--- src/rtl/calc_pkg.sv ---
// calc_pkg: shared definitions for the calculator command sequencer.
//   - opcode and error-code constants
//   - FSM state encoding
//   - calc_alu: the combinational ALU shared by the sequencer
package calc_pkg;

  localparam logic [2:0] OP_PUSH = 3'd0;
  localparam logic [2:0] OP_ADD  = 3'd1;
  localparam logic [2:0] OP_SUB  = 3'd2;
  localparam logic [2:0] OP_MUL  = 3'd3;
  localparam logic [2:0] OP_AND  = 3'd4;
  localparam logic [2:0] OP_OR   = 3'd5;
  localparam logic [2:0] OP_PEEK = 3'd6;
  localparam logic [2:0] OP_DIV  = 3'd7;

  localparam logic [1:0] ERR_UNDERFLOW = 2'd0;
  localparam logic [1:0] ERR_OVERFLOW  = 2'd1;
  localparam logic [1:0] ERR_ILLEGAL   = 2'd2;
  localparam logic [1:0] ERR_DIVZ      = 2'd3;

  typedef enum logic [2:0] {
    S_IDLE,
    S_PUSH,
    S_PEEK,
    S_POP1,
    S_POP2,
    S_EXEC,
    S_WB
  } calc_state_e;

  // The ALU works on ALU_W bits; callers zero-extend operands and keep the
  // low WIDTH bits, which is exact for add/sub/mul/and/or (WIDTH <= ALU_W).
  localparam int unsigned ALU_W = 64;

  function automatic logic [ALU_W-1:0] calc_alu(input logic [2:0]       op,
                                                input logic [ALU_W-1:0] a,
                                                input logic [ALU_W-1:0] b);
    logic [ALU_W-1:0] r;
    r = '0;
    case (op)
      OP_ADD:  r = a + b;
      OP_SUB:  r = a - b;
      OP_MUL:  r = a * b;
      OP_AND:  r = a & b;
      OP_OR:   r = a | b;
      default: r = '0;
    endcase
    return r;
  endfunction

endpackage

--- src/rtl/calc_sequencer_if.sv ---
// calc_sequencer_if: command handshake between the operator front end and
// the sequencer.
//   op_valid/op_ready/op_code/op_data : command in (accepted on valid&&ready)
//   done/err/err_code/res_data        : completion pulse, status and result
// master = front end, slave = calc_sequencer.
interface calc_sequencer_if #(
  parameter int unsigned WIDTH = 32
);
  logic             op_valid;
  logic             op_ready;
  logic [2:0]       op_code;
  logic [WIDTH-1:0] op_data;
  logic             done;
  logic             err;
  logic [1:0]       err_code;
  logic [WIDTH-1:0] res_data;

  modport master (
    output op_valid, op_code, op_data,
    input  op_ready, done, err, err_code, res_data
  );

  modport slave (
    input  op_valid, op_code, op_data,
    output op_ready, done, err, err_code, res_data
  );
endinterface

--- src/rtl/calc_divider.sv ---
// calc_divider: unsigned restoring divider, one quotient bit per cycle.
//   clk, rst   : clock, synchronous active-high reset
//   start      : load operands; the first quotient bit is produced on the
//                same edge, so the quotient is ready WIDTH edges after start
//   dividend   : numerator (sampled with start)
//   divisor    : denominator (sampled with start)
//   busy       : iteration in progress
//   done       : 1-cycle pulse, quotient valid from this cycle until next start
//   quotient   : result
module calc_divider #(
  parameter int unsigned WIDTH = 32
) (
  input  logic             clk,
  input  logic             rst,
  input  logic             start,
  input  logic [WIDTH-1:0] dividend,
  input  logic [WIDTH-1:0] divisor,
  output logic             busy,
  output logic             done,
  output logic [WIDTH-1:0] quotient
);
  localparam int unsigned CNT_W = $clog2(WIDTH + 1);

  logic [WIDTH-1:0] rem_q, rem_d, quo_q, quo_d, dvsr_q, dvsr_d;
  logic [CNT_W-1:0] cnt_q, cnt_d;
  logic             busy_q, busy_d, done_q, done_d;

  logic [WIDTH-1:0] src_rem, src_quo, src_dvsr, step_rem;
  logic [WIDTH:0]   shifted;
  logic             step_bit;

  always_comb begin
    src_rem  = start ? '0       : rem_q;
    src_quo  = start ? dividend : quo_q;
    src_dvsr = start ? divisor  : dvsr_q;
    shifted  = {src_rem, src_quo[WIDTH-1]};
    step_bit = (shifted >= {1'b0, src_dvsr});
    step_rem = step_bit ? WIDTH'(shifted - {1'b0, src_dvsr}) : WIDTH'(shifted);

    rem_d  = rem_q;
    quo_d  = quo_q;
    dvsr_d = dvsr_q;
    cnt_d  = cnt_q;
    busy_d = busy_q;
    done_d = 1'b0;
    if (start) begin
      rem_d  = step_rem;
      quo_d  = {src_quo[WIDTH-2:0], step_bit};
      dvsr_d = divisor;
      cnt_d  = CNT_W'(WIDTH - 1);
      busy_d = 1'b1;
    end else if (busy_q) begin
      rem_d = step_rem;
      quo_d = {src_quo[WIDTH-2:0], step_bit};
      cnt_d = cnt_q - 1'b1;
      if (cnt_q == CNT_W'(1)) begin
        busy_d = 1'b0;
        done_d = 1'b1;
      end
    end
  end

  always_ff @(posedge clk) begin
    if (rst) begin
      rem_q  <= '0;
      quo_q  <= '0;
      dvsr_q <= '0;
      cnt_q  <= '0;
      busy_q <= 1'b0;
      done_q <= 1'b0;
    end else begin
      rem_q  <= rem_d;
      quo_q  <= quo_d;
      dvsr_q <= dvsr_d;
      cnt_q  <= cnt_d;
      busy_q <= busy_d;
      done_q <= done_d;
    end
  end

  assign busy     = busy_q;
  assign done     = done_q;
  assign quotient = quo_q;
endmodule

--- src/rtl/calc_sequencer.sv ---
// calc_sequencer: command sequencer between the operator front end and the
// stack/queue Memory. Accepts one op at a time, drives Memory push/pop,
// collects two operands for binary ops, computes and writes the result back.
// Occupancy is tracked locally so underflow/overflow are rejected before
// Memory is touched.
//   clk, rst        : clock, synchronous active-high reset (shared with Memory)
//   stack_queue     : 0 stack / 1 queue, captured while rst is high
//   op              : command handshake (calc_sequencer_if.slave)
//   occupancy       : entries currently held in Memory
//   mem_push/pop    : Memory strobes (never both high)
//   mem_stack_queue : registered mode to Memory
//   mem_data_in     : Memory write data
//   mem_stack_out   : Memory top of stack
//   mem_queue_out   : Memory queue head
// Build option: define CALC_DIV_EN to enable op 7 (unsigned DIV through
// calc_divider); otherwise op 7 is rejected as ILLEGAL.
module calc_sequencer
  import calc_pkg::*;
#(
  parameter int unsigned WIDTH = 32,
  parameter int unsigned DEPTH = 32
) (
  input  logic                       clk,
  input  logic                       rst,
  input  logic                       stack_queue,
  calc_sequencer_if.slave            op,
  output logic [$clog2(DEPTH+1)-1:0] occupancy,
  output logic                       mem_push,
  output logic                       mem_pop,
  output logic                       mem_stack_queue,
  output logic [WIDTH-1:0]           mem_data_in,
  input  logic [WIDTH-1:0]           mem_stack_out,
  input  logic [WIDTH-1:0]           mem_queue_out
);
  localparam int unsigned OCC_W = $clog2(DEPTH + 1);

  calc_state_e      state_q, state_d;
  logic             mode_q;
  logic [2:0]       opc_q, opc_d;
  logic [WIDTH-1:0] x_q, x_d, y_q, y_d, res_q, res_d, wdata_q, wdata_d;
  logic             push_q, push_d, pop_q, pop_d;
  logic             ready_q, ready_d, done_q, done_d, err_q, err_d;
  logic [1:0]       ecode_q, ecode_d;
  logic [OCC_W-1:0] occ_q, occ_d;

  logic [WIDTH-1:0] rd, older, newer, alu_r, exec_r;
  logic             divz_now, pop_eff, exec_go, rej;
  logic [1:0]       rej_code;

  always_comb begin
    rd    = mode_q ? mem_queue_out : mem_stack_out;
    // Stack pops newest first, queue pops oldest first; both compute older op newer.
    older = mode_q ? x_q : y_q;
    newer = mode_q ? y_q : x_q;
    alu_r = WIDTH'(calc_alu(opc_q, ALU_W'(older), ALU_W'(newer)));
  end

`ifdef CALC_DIV_EN
  logic             div_start, div_busy, div_done;
  logic [WIDTH-1:0] div_quo;

  always_comb begin
    // The divisor (newer operand) is visible in POP1 for a stack and in POP2
    // for a queue; a zero there cancels the pop already scheduled for that cycle.
    divz_now  = (opc_q == OP_DIV) && (rd == '0) &&
                (((state_q == S_POP1) && !mode_q) || ((state_q == S_POP2) && mode_q));
    // Starting in POP2 straight from rd makes the quotient ready for WB at T+3+WIDTH.
    div_start = (state_q == S_POP2) && (opc_q == OP_DIV) && !divz_now && !div_busy;
    exec_go   = (opc_q != OP_DIV) || div_done;
    exec_r    = (opc_q == OP_DIV) ? div_quo : alu_r;
  end

  calc_divider #(.WIDTH(WIDTH)) u_div (
    .clk      (clk),
    .rst      (rst),
    .start    (div_start),
    .dividend (mode_q ? x_q : rd),
    .divisor  (mode_q ? rd  : x_q),
    .busy     (div_busy),
    .done     (div_done),
    .quotient (div_quo)
  );
`else
  always_comb begin
    divz_now = 1'b0;
    exec_go  = 1'b1;
    exec_r   = alu_r;
  end
`endif

  assign pop_eff = pop_q & ~divz_now;

  always_comb begin
    state_d  = state_q;
    opc_d    = opc_q;
    x_d      = x_q;
    y_d      = y_q;
    res_d    = res_q;
    wdata_d  = wdata_q;
    ecode_d  = ecode_q;
    push_d   = 1'b0;
    pop_d    = 1'b0;
    done_d   = 1'b0;
    err_d    = 1'b0;
    rej      = 1'b0;
    rej_code = ERR_UNDERFLOW;
    occ_d    = occ_q + OCC_W'(push_q) - OCC_W'(pop_eff);

    case (state_q)
      S_IDLE: begin
        if (op.op_valid) begin
          opc_d = op.op_code;
          case (op.op_code)
            OP_PUSH: begin
              if (occ_q == OCC_W'(DEPTH)) begin
                rej      = 1'b1;
                rej_code = ERR_OVERFLOW;
              end else begin
                push_d  = 1'b1;
                wdata_d = op.op_data;
                res_d   = op.op_data;
                done_d  = 1'b1;
                state_d = S_PUSH;
              end
            end
            OP_PEEK: begin
              if (occ_q == '0) begin
                rej      = 1'b1;
                rej_code = ERR_UNDERFLOW;
              end else begin
                res_d   = rd;
                done_d  = 1'b1;
                state_d = S_PEEK;
              end
            end
`ifndef CALC_DIV_EN
            OP_DIV: begin
              rej      = 1'b1;
              rej_code = ERR_ILLEGAL;
            end
`endif
            default: begin
              if (occ_q < OCC_W'(2)) begin
                rej      = 1'b1;
                rej_code = ERR_UNDERFLOW;
              end else begin
                pop_d   = 1'b1;
                state_d = S_POP1;
              end
            end
          endcase
        end
      end
      S_PUSH, S_PEEK, S_WB: state_d = S_IDLE;
      S_POP1: begin
        x_d = rd;
        if (divz_now) begin
          rej      = 1'b1;
          rej_code = ERR_DIVZ;
          state_d  = S_IDLE;
        end else begin
          pop_d   = 1'b1;
          state_d = S_POP2;
        end
      end
      S_POP2: begin
        y_d = rd;
        if (divz_now) begin
          // Queue DIVZ: the head is already popped, so put it back at the tail.
          push_d   = 1'b1;
          wdata_d  = x_q;
          rej      = 1'b1;
          rej_code = ERR_DIVZ;
          state_d  = S_WB;
        end else begin
          state_d = S_EXEC;
        end
      end
      S_EXEC: begin
        if (exec_go) begin
          push_d  = 1'b1;
          wdata_d = exec_r;
          res_d   = exec_r;
          done_d  = 1'b1;
          state_d = S_WB;
        end
      end
      default: state_d = S_IDLE;
    endcase

    if (rej) begin
      done_d  = 1'b1;
      err_d   = 1'b1;
      ecode_d = rej_code;
    end
    ready_d = (state_d == S_IDLE);
  end

  always_ff @(posedge clk) begin
    if (rst) begin
      state_q <= S_IDLE;
      mode_q  <= stack_queue;
      opc_q   <= OP_PUSH;
      x_q     <= '0;
      y_q     <= '0;
      res_q   <= '0;
      wdata_q <= '0;
      push_q  <= 1'b0;
      pop_q   <= 1'b0;
      ready_q <= 1'b1;
      done_q  <= 1'b0;
      err_q   <= 1'b0;
      ecode_q <= ERR_UNDERFLOW;
      occ_q   <= '0;
    end else begin
      state_q <= state_d;
      opc_q   <= opc_d;
      x_q     <= x_d;
      y_q     <= y_d;
      res_q   <= res_d;
      wdata_q <= wdata_d;
      push_q  <= push_d;
      pop_q   <= pop_d;
      ready_q <= ready_d;
      done_q  <= done_d;
      err_q   <= err_d;
      ecode_q <= ecode_d;
      occ_q   <= occ_d;
    end
  end

  assign op.op_ready       = ready_q;
  assign op.done           = done_q;
  assign op.err            = err_q;
  assign op.err_code       = ecode_q;
  assign op.res_data       = res_q;
  assign occupancy         = occ_q;
  assign mem_push          = push_q;
  assign mem_pop           = pop_eff;
  assign mem_stack_queue   = mode_q;
  assign mem_data_in       = wdata_q;
endmodule

--- src/flat_wrapper.sv ---
// flat-port wrapper written by rule: the top's interface ports become plain ports
module calc_sequencer_flat import calc_pkg::*;
#(
  parameter int unsigned WIDTH = 32,
  parameter int unsigned DEPTH = 32
)
  (clk, rst, stack_queue, occupancy, mem_push, mem_pop, mem_stack_queue, mem_data_in, mem_stack_out, mem_queue_out, op_op_valid, op_op_code, op_op_data, op_op_ready, op_done, op_err, op_err_code, op_res_data);
  calc_sequencer_if #(.WIDTH(WIDTH)) op_i ();
  input  logic clk;
  input  logic rst;
  input  logic stack_queue;
  output logic [$clog2(DEPTH+1)-1:0] occupancy;
  output logic mem_push;
  output logic mem_pop;
  output logic mem_stack_queue;
  output logic [WIDTH-1:0] mem_data_in;
  input  logic [WIDTH-1:0] mem_stack_out;
  input  logic [WIDTH-1:0] mem_queue_out;
  input wire logic [$bits(op_i.op_valid)-1:0] op_op_valid;
  input wire logic [$bits(op_i.op_code)-1:0] op_op_code;
  input wire logic [$bits(op_i.op_data)-1:0] op_op_data;
  output wire logic [$bits(op_i.op_ready)-1:0] op_op_ready;
  output wire logic [$bits(op_i.done)-1:0] op_done;
  output wire logic [$bits(op_i.err)-1:0] op_err;
  output wire logic [$bits(op_i.err_code)-1:0] op_err_code;
  output wire logic [$bits(op_i.res_data)-1:0] op_res_data;
  assign op_i.op_valid = op_op_valid;
  assign op_i.op_code = op_op_code;
  assign op_i.op_data = op_op_data;
  assign op_op_ready = op_i.op_ready;
  assign op_done = op_i.done;
  assign op_err = op_i.err;
  assign op_err_code = op_i.err_code;
  assign op_res_data = op_i.res_data;
  calc_sequencer #(.WIDTH(WIDTH), .DEPTH(DEPTH)) u_core (.clk(clk), .rst(rst), .stack_queue(stack_queue), .op(op_i), .occupancy(occupancy), .mem_push(mem_push), .mem_pop(mem_pop), .mem_stack_queue(mem_stack_queue), .mem_data_in(mem_data_in), .mem_stack_out(mem_stack_out), .mem_queue_out(mem_queue_out));
endmodule
--- config.mk ---
export PLATFORM = sky130hd
export DESIGN_NAME = calc_sequencer_flat
export DESIGN_NICKNAME = d
export VERILOG_FILES = /design/src/rtl/calc_pkg.sv /design/src/rtl/calc_sequencer_if.sv /design/src/rtl/calc_divider.sv /design/src/rtl/calc_sequencer.sv /design/src/flat_wrapper.sv
export SDC_FILE = /design/constraint.sdc
export NUM_CORES = 2
export LEC_CHECK = 0
export BUFFER_PORTS_ARGS = -buffer_cell sky130_fd_sc_hd__buf_2
export CORE_ASPECT_RATIO = 2
export CORE_MARGIN = 8
export CORE_UTILIZATION = 58
export DETAILED_ROUTE_END_ITERATION = 6
export MAX_ROUTING_LAYER = met4
export PLACE_DENSITY = 0.77
export SYNTH_ARGS = -nofsm -noshare
export SYNTH_HDL_FRONTEND = slang
export SYNTH_HIERARCHICAL = 1
export SYNTH_SLANG_ARGS = --single-unit
export TNS_END_PERCENT = 100
--- constraint.sdc ---
create_clock -name clk -period 11.8 [get_ports clk]
set_clock_uncertainty 0.15 [all_clocks]
set_input_delay 0.59 -clock clk [delete_from_list [all_inputs] [get_ports clk]]
set_output_delay 0.59 -clock clk [all_outputs]
set_load 0.01 [all_outputs]
## Word level (Yosys, flattened, before mapping)

Cells that the tools add are included.

- Register bits after elaboration: 148
- Bits of input ports: 103
- Logic and storage cells: 90

- Add/sub/neg operators: 4
- Multiply operators: 1
- Order comparisons: 1
- Equal/unequal tests: 17
- Mux-type cells: 42
- Bitwise gates (word level): 2
- Reductions and logical operators: 9

Operators by type and width:

| operator | number |
|---|---|
| 32-bit two-way mux | 8 |
| 32-bit one-hot mux with 2 select lines | 3 |
| 32-bit one-hot mux with 5 select lines | 1 |
| 32-bit adder | 1 |
| 32-bit AND | 1 |
| 32-bit by 32-bit multiplier with 32-bit output | 1 |
| 32-bit OR | 1 |
| 32-bit subtractor | 1 |
| 3-bit equality test, second input constant | 6 |
| 1-bit two-way mux | 16 |
| 3-bit two-way mux | 4 |
| 3-bit one-hot mux with 4 select lines | 1 |
| 3-bit by 2-bit equality test with 1-bit output, second input constant | 3 |
| 3-bit logical NOT | 3 |
| 3-bit != test, second input constant | 3 |
| 3-bit one-hot mux with 3 select lines | 1 |
| 1-bit one-hot mux with 2 select lines | 4 |
| 6-bit by 1-bit adder with 6-bit output | 1 |
| 6-bit equality test, second input constant | 1 |
| 6-bit logical NOT | 1 |
| 6-bit by 2-bit less-than comparator with 1-bit output, second input constant | 1 |
| 2-bit != test, second input constant | 3 |
| 6-bit by 1-bit subtractor with 6-bit output | 1 |
| 5-bit AND reduction | 1 |
| 8 further kinds | 9 |

## Longest topological paths before layout

- Depth in word-level cells: 6
- Depth in mapped cells: 38

## Worst setup path after synthesis

OpenSTA, ideal clock, no wires.

- Kind: flip-flop to flip-flop
- Start: register u_core.mode_q, in the netlist u_core/mem_stack_queue
- End: register u_core.wdata_q[30], in the netlist u_core/mem_data_in[30]
- Arrival time: 8.740 ns
- Data required time: 11.515 ns
- Slack: 2.775 ns
- Stages on the path, launching flop included: 36
- Path buffers: 10
- Path through: edfxtp_1 buf_6 buf_8 buf_12 buf_12 buf_6 buf_2 buf_2 buf_2 mux2i_1 clkbuf_1 nor2_1 fa_1 inv_1 fa_1 fa_1 fa_1 inv_1 fa_1 inv_1 fa_1 inv_1 fa_1 fa_1 ha_1 clkbuf_1 a21o_1 a31oi_1 a31oi_1 a21o_1 o311a_1 o41ai_1 xor2_1 nor2_1 o41ai_2 a211oi_1

- Longest elaborated chain between the ends: 4
- Elaborated cells between the ends (all ways): 9

RTL lines:

| item | line | text |
|---|---|---|
| from (decl) | calc_sequencer.sv:38 | `logic mode_q;` |
| from (signal assigned) | calc_sequencer.sv:202 | `mode_q <= stack_queue;` |
| 32-bit two-way mux (on tied branches) | calc_sequencer.sv:53, calc_sequencer.sv:54 |  |
| 32-bit by 32-bit multiplier with 32-bit output (tied with other cells) | calc_pkg.sv:43 | `OP_MUL: r = a * b;` |
| 32-bit one-hot mux with 5 select lines * | calc_pkg.sv:40 | `case (op)` |
| 32-bit one-hot mux with 2 select lines * | calc_sequencer.sv:109 | `case (state_q)` |
| to (signal assigned) | calc_sequencer.sv:221 | `wdata_q <= wdata_d;` |
| to (decl) | calc_sequencer.sv:40 | `logic [WIDTH-1:0] x_q, x_d, y_q, y_d, res_q, res_d, wdata_q, wdata_d;` |

Every way passes the cells marked *; elsewhere a longest branch is shown, timed or not.
A chain may end at the register's enable or synchronous reset.

## Worst setup path in the final report

- Start: register u_core.mode_q, in the netlist u_core/mem_stack_queue
- End: register u_core.res_q[31], in the netlist u_core/op.res_data[31]

- Longest elaborated chain between the ends: 5
- Elaborated cells between the ends (all ways): 13

RTL lines:

| item | line | text |
|---|---|---|
| branches (longest 4 deep; another with 32-bit by 32-bit multiplier with 32-bit output) | - |  |
| 32-bit one-hot mux with 2 select lines * | calc_sequencer.sv:109 |  |
| to (signal assigned) | calc_sequencer.sv:220 | `res_q <= res_d;` |
| to (decl) | calc_sequencer.sv:40 |  |

Every way passes the cells marked *. The select of a mux whose other input is x is not followed.

==> results.py <==
metrics = {
    "layout": {
        "final_core_util": 0.632,
        "nets": 3846,
        "layout_commonest_cell": "nor2_1",
        "final_cell_mix": "nor2_1 (517), fa_1 (410), inv_1 (407)",
        "syn_to_final_growth_pct": 8.61,
        "drive_above_1_share": 0.112,
        "nFillCells": 3840,
    },
    "cts": {
        "h-tree-depth": 4,
        "post_cts_resized": 0,
        "cts-root-buf": "clkbuf_16",
        "insertion_delay_ns": 0.42,
        "cts.clk_slew.worst_paths_ns": 0.07,
        "cts_sinks": 148,
        "ctsHoldBuffers": 0,
        "cts_tree": "done",
        "cts_buffer_depth": 2,
        "numCtsBuffers": 17,
        "cts_setup_buffers": 0,
    },
    "synthesis": {
        "ys_types": 78,
        "synth_edf_count": 1,
        "synth_warnings": 6,
        "syn_area_um2": 25600,
        "syn-instance-count": 3053,
        "syn_nets": 3734,
        "ys_seq_elements": 148,
        "synthFlopType": "dfxtp_1",
        "synthArstFlopShare": 0,
        "avgSynthCellArea_um2": 8.37,
        "seq_area_frac_synth": 0.116,
    },
    "global_routing": {
        "antenna_found_initial": 7,
        "grt_pass1_vias": 23902,
        "grt_usage": 0.394,
        "grt_max_degree": 104,
        "grt_pass1_wl_um": 146000,
        "overflow": 0,
    },
    "critical_path": {
        "worst-path-max-fanout": 99,
        "cp-end-kind": "flip-flop",
        "crit_type": "reg -> reg",
        "start_kind": "flip-flop",
        "cp.required_ns": 11.90,
        "arrival_ns": 10.46,
    },
    "routing": {
        "vias_per_cell": 6.23,
        "vias": 23286,
        "detail_route.first_pass.iterations": 7,
        "ant_nets": 0,
        "wl_um": 96300,
        "drc": 0,
        "wire_per_inst_um": 25.7,
        "first_iter_violations": 2034,
    },
    "timing": {
        "relSlewSlack": 0.150,
        "fmax_mhz": 96.6,
        "fin_crit_ns": 10.36,
        "layout_setup_ws_ns": 1.44,
        "rsz0062_at_grt": "false",
        "worstMarginPinSlew_ns": 1.27,
        "drv_slew": 0,
        "finalSetupTns_ns": 0,
        "period_share": 0.878,
        "hold_viol_final": 0,
        "setup_viol": 0,
    },
    "floorplan": {
        "die_w_um": 164,
        "rows": 109,
        "start_util": 0.582,
        "core-area_um2": 43900,
        "io_pins": 181,
        "die_h_um": 313,
        "dieArea_um2": 51500,
    },
    "place": {
        "numPortBuffers": 180,
        "place_worst_setup_slack_ns": 1.79,
        "place_hpwl_um": 74900,
        "routabilityCongestion": 1.05,
    },
    "status": {
        "status": "finished clean",
    },
    "job": {
        "maxCapViolCount": 0,
    },
    "hold_path": {
        "hp-class": "in -> reg",
    },
    "pwr": {
        "leakagePower_nw": 12.5,
        "power.density_nw_per_um2": 69.8,
        "ir_drop_mv": 0.103,
    },
}
## critical path: stages (launching register included)
cell and delay [ns]:
edfxtp_1 1.02, buf_12 0.59, mux2i_2 1.05, buf_4 0.38, nor2_1 0.10, fa_1 0.54
inv_1 0.05, fa_1 0.56, fa_1 0.55, fa_1 0.52, inv_1 0.06, fa_1 0.55
fa_1 0.43, fa_1 0.52, fa_1 0.42, ha_1 0.54, a21boi_0 0.85, nor3_1 0.14
o31ai_1 0.37, xor2_1 0.28, o221ai_1 0.19, nand2_1 0.17, a211oi_2 0.07
## cells in the mapped netlist (4+ instances only)
cell | n | share of area
nor2_1 | 520 | 0.076
a21boi_0 | 4 | 0.0012
o211ai_1 | 15 | 0.0044
nor3b_1 | 8 | 0.0023
o21bai_1 | 8 | 0.0023
nand4_1 | 7 | 0.0017
nor3_1 | 30 | 0.0059
a31oi_1 | 18 | 0.0044
buf_1 | 7 | 0.0010
clkbuf_1 | 131 | 0.019
and2_1 | 19 | 0.0046
o21ai_0 | 108 | 0.021
buf_6 | 4 | 0.0018
nor2b_1 | 8 | 0.0020
o21a_1 | 14 | 0.0041
nand3_1 | 16 | 0.0031
dfxtp_1 | 147 | 0.12
a311oi_1 | 5 | 0.0017
nand2_1 | 301 | 0.044
maj3_1 | 30 | 0.012
fa_1 | 410 | 0.32
buf_2 | 9 | 0.0018
nand2b_1 | 21 | 0.0051
mux2_2 | 25 | 0.011
a22oi_1 | 16 | 0.0047
nor4_1 | 4 | 0.00098
clkinv_1 | 16 | 0.0023
o31ai_1 | 6 | 0.0018
a21o_1 | 20 | 0.0059
mux2i_2 | 5 | 0.0027
ha_1 | 168 | 0.082
mux2i_1 | 87 | 0.034
xor2_1 | 29 | 0.0099
inv_1 | 407 | 0.060
xnor2_1 | 117 | 0.040
or2_2 | 9 | 0.0022
o221ai_1 | 7 | 0.0024
a21oi_1 | 114 | 0.022
a211oi_1 | 119 | 0.035
or3_1 | 6 | 0.0015
## area by class of cell
class,instances,area [um2],share of cell area
Clock buffer,18,439,0.0158
Inverter,424,1590,0.0573
Clock inverter,14,199,0.00716
Tap cell,555,694,0.0250
Sequential cell,148,2970,0.107
Antenna cell,7,17.5,0.000631
Multi-Input combinational cell,2327,20400,0.736
Timing Repair Buffer,247,1420,0.0511
## registers in the layout, indices dropped and copies added (netlist names)
register                cells
u_core/occupancy            6
u_core/op.res_data         32
u_core/op.op_ready          1
u_core/y_q                 32
u_core/opc_q                3
u_core/op.err_code          2
u_core/mem_data_in         32
u_core/op.done              1
u_core/mem_pop              1
u_core/state_q              3
u_core/x_q                 32
u_core/mem_push             1
u_core/mem_stack_queue      1
u_core/op.err               1
## logic make-up after synthesis
family / after synthesis / share of synthesized area
buffers and inverters: 578 / 0.0882
adder cells (fa/ha/maj): 608 / 0.415
AO/OA/AOI/OAI: 487 / 0.123
XOR/XNOR: 147 / 0.0509
flip-flops: 148 / 0.116
multiplexers: 123 / 0.0522
AND/OR/NAND/NOR: 962 / 0.155
## worst paths after layout
path | from | to | slack, ns | depth (start not counted)
min | stack_queue | u_core/mem_stack_queue | 0.24 | 1
max | u_core/mem_stack_queue | u_core/op.res_data[31] | 1.44 | 22
min reg2reg | u_core/op.res_data[29] | u_core/op.res_data[29] | 0.34 | 2
max reg2reg | u_core/mem_stack_queue | u_core/op.res_data[31] | 1.44 | 22
## metrics by stage
| step | instances | total power [mW] | cell area [um2] | hold slack [ns] |
|---|---|---|---|---|
| after floorplan | 3053 | 1.09 | 25600 | 0.359 |
| after global routing | 3740 | 2.02 | 27800 | 0.216 |
| final | 3740 | 1.94 | 27800 | 0.235 |
| after CTS | 3733 | 1.92 | 27800 | 0.220 |
| after global placement | 3701 | 1.33 | 27100 | 0.313 |
| after detailed placement | 3701 | 1.34 | 27100 | 0.323 |
## where the power goes
part | internal, mW | leakage [nW] | switching [mW]
registers | 0.542 | 1.20 | 0.0494
clock network | 0.362 | 0.308 | 0.222
logic | 0.279 | 11.0 | 0.483
## per-layer routing
layer	wire length, um	vias to the layer above	GRT usage
li1	-	10035	-
met1	32000	11262	0.433
met2	44800	1468	0.609
met3	9400	521	0.0871
met4	10100	0	0.310
met5	0	-	-
(Power assumes the default switching activity.)
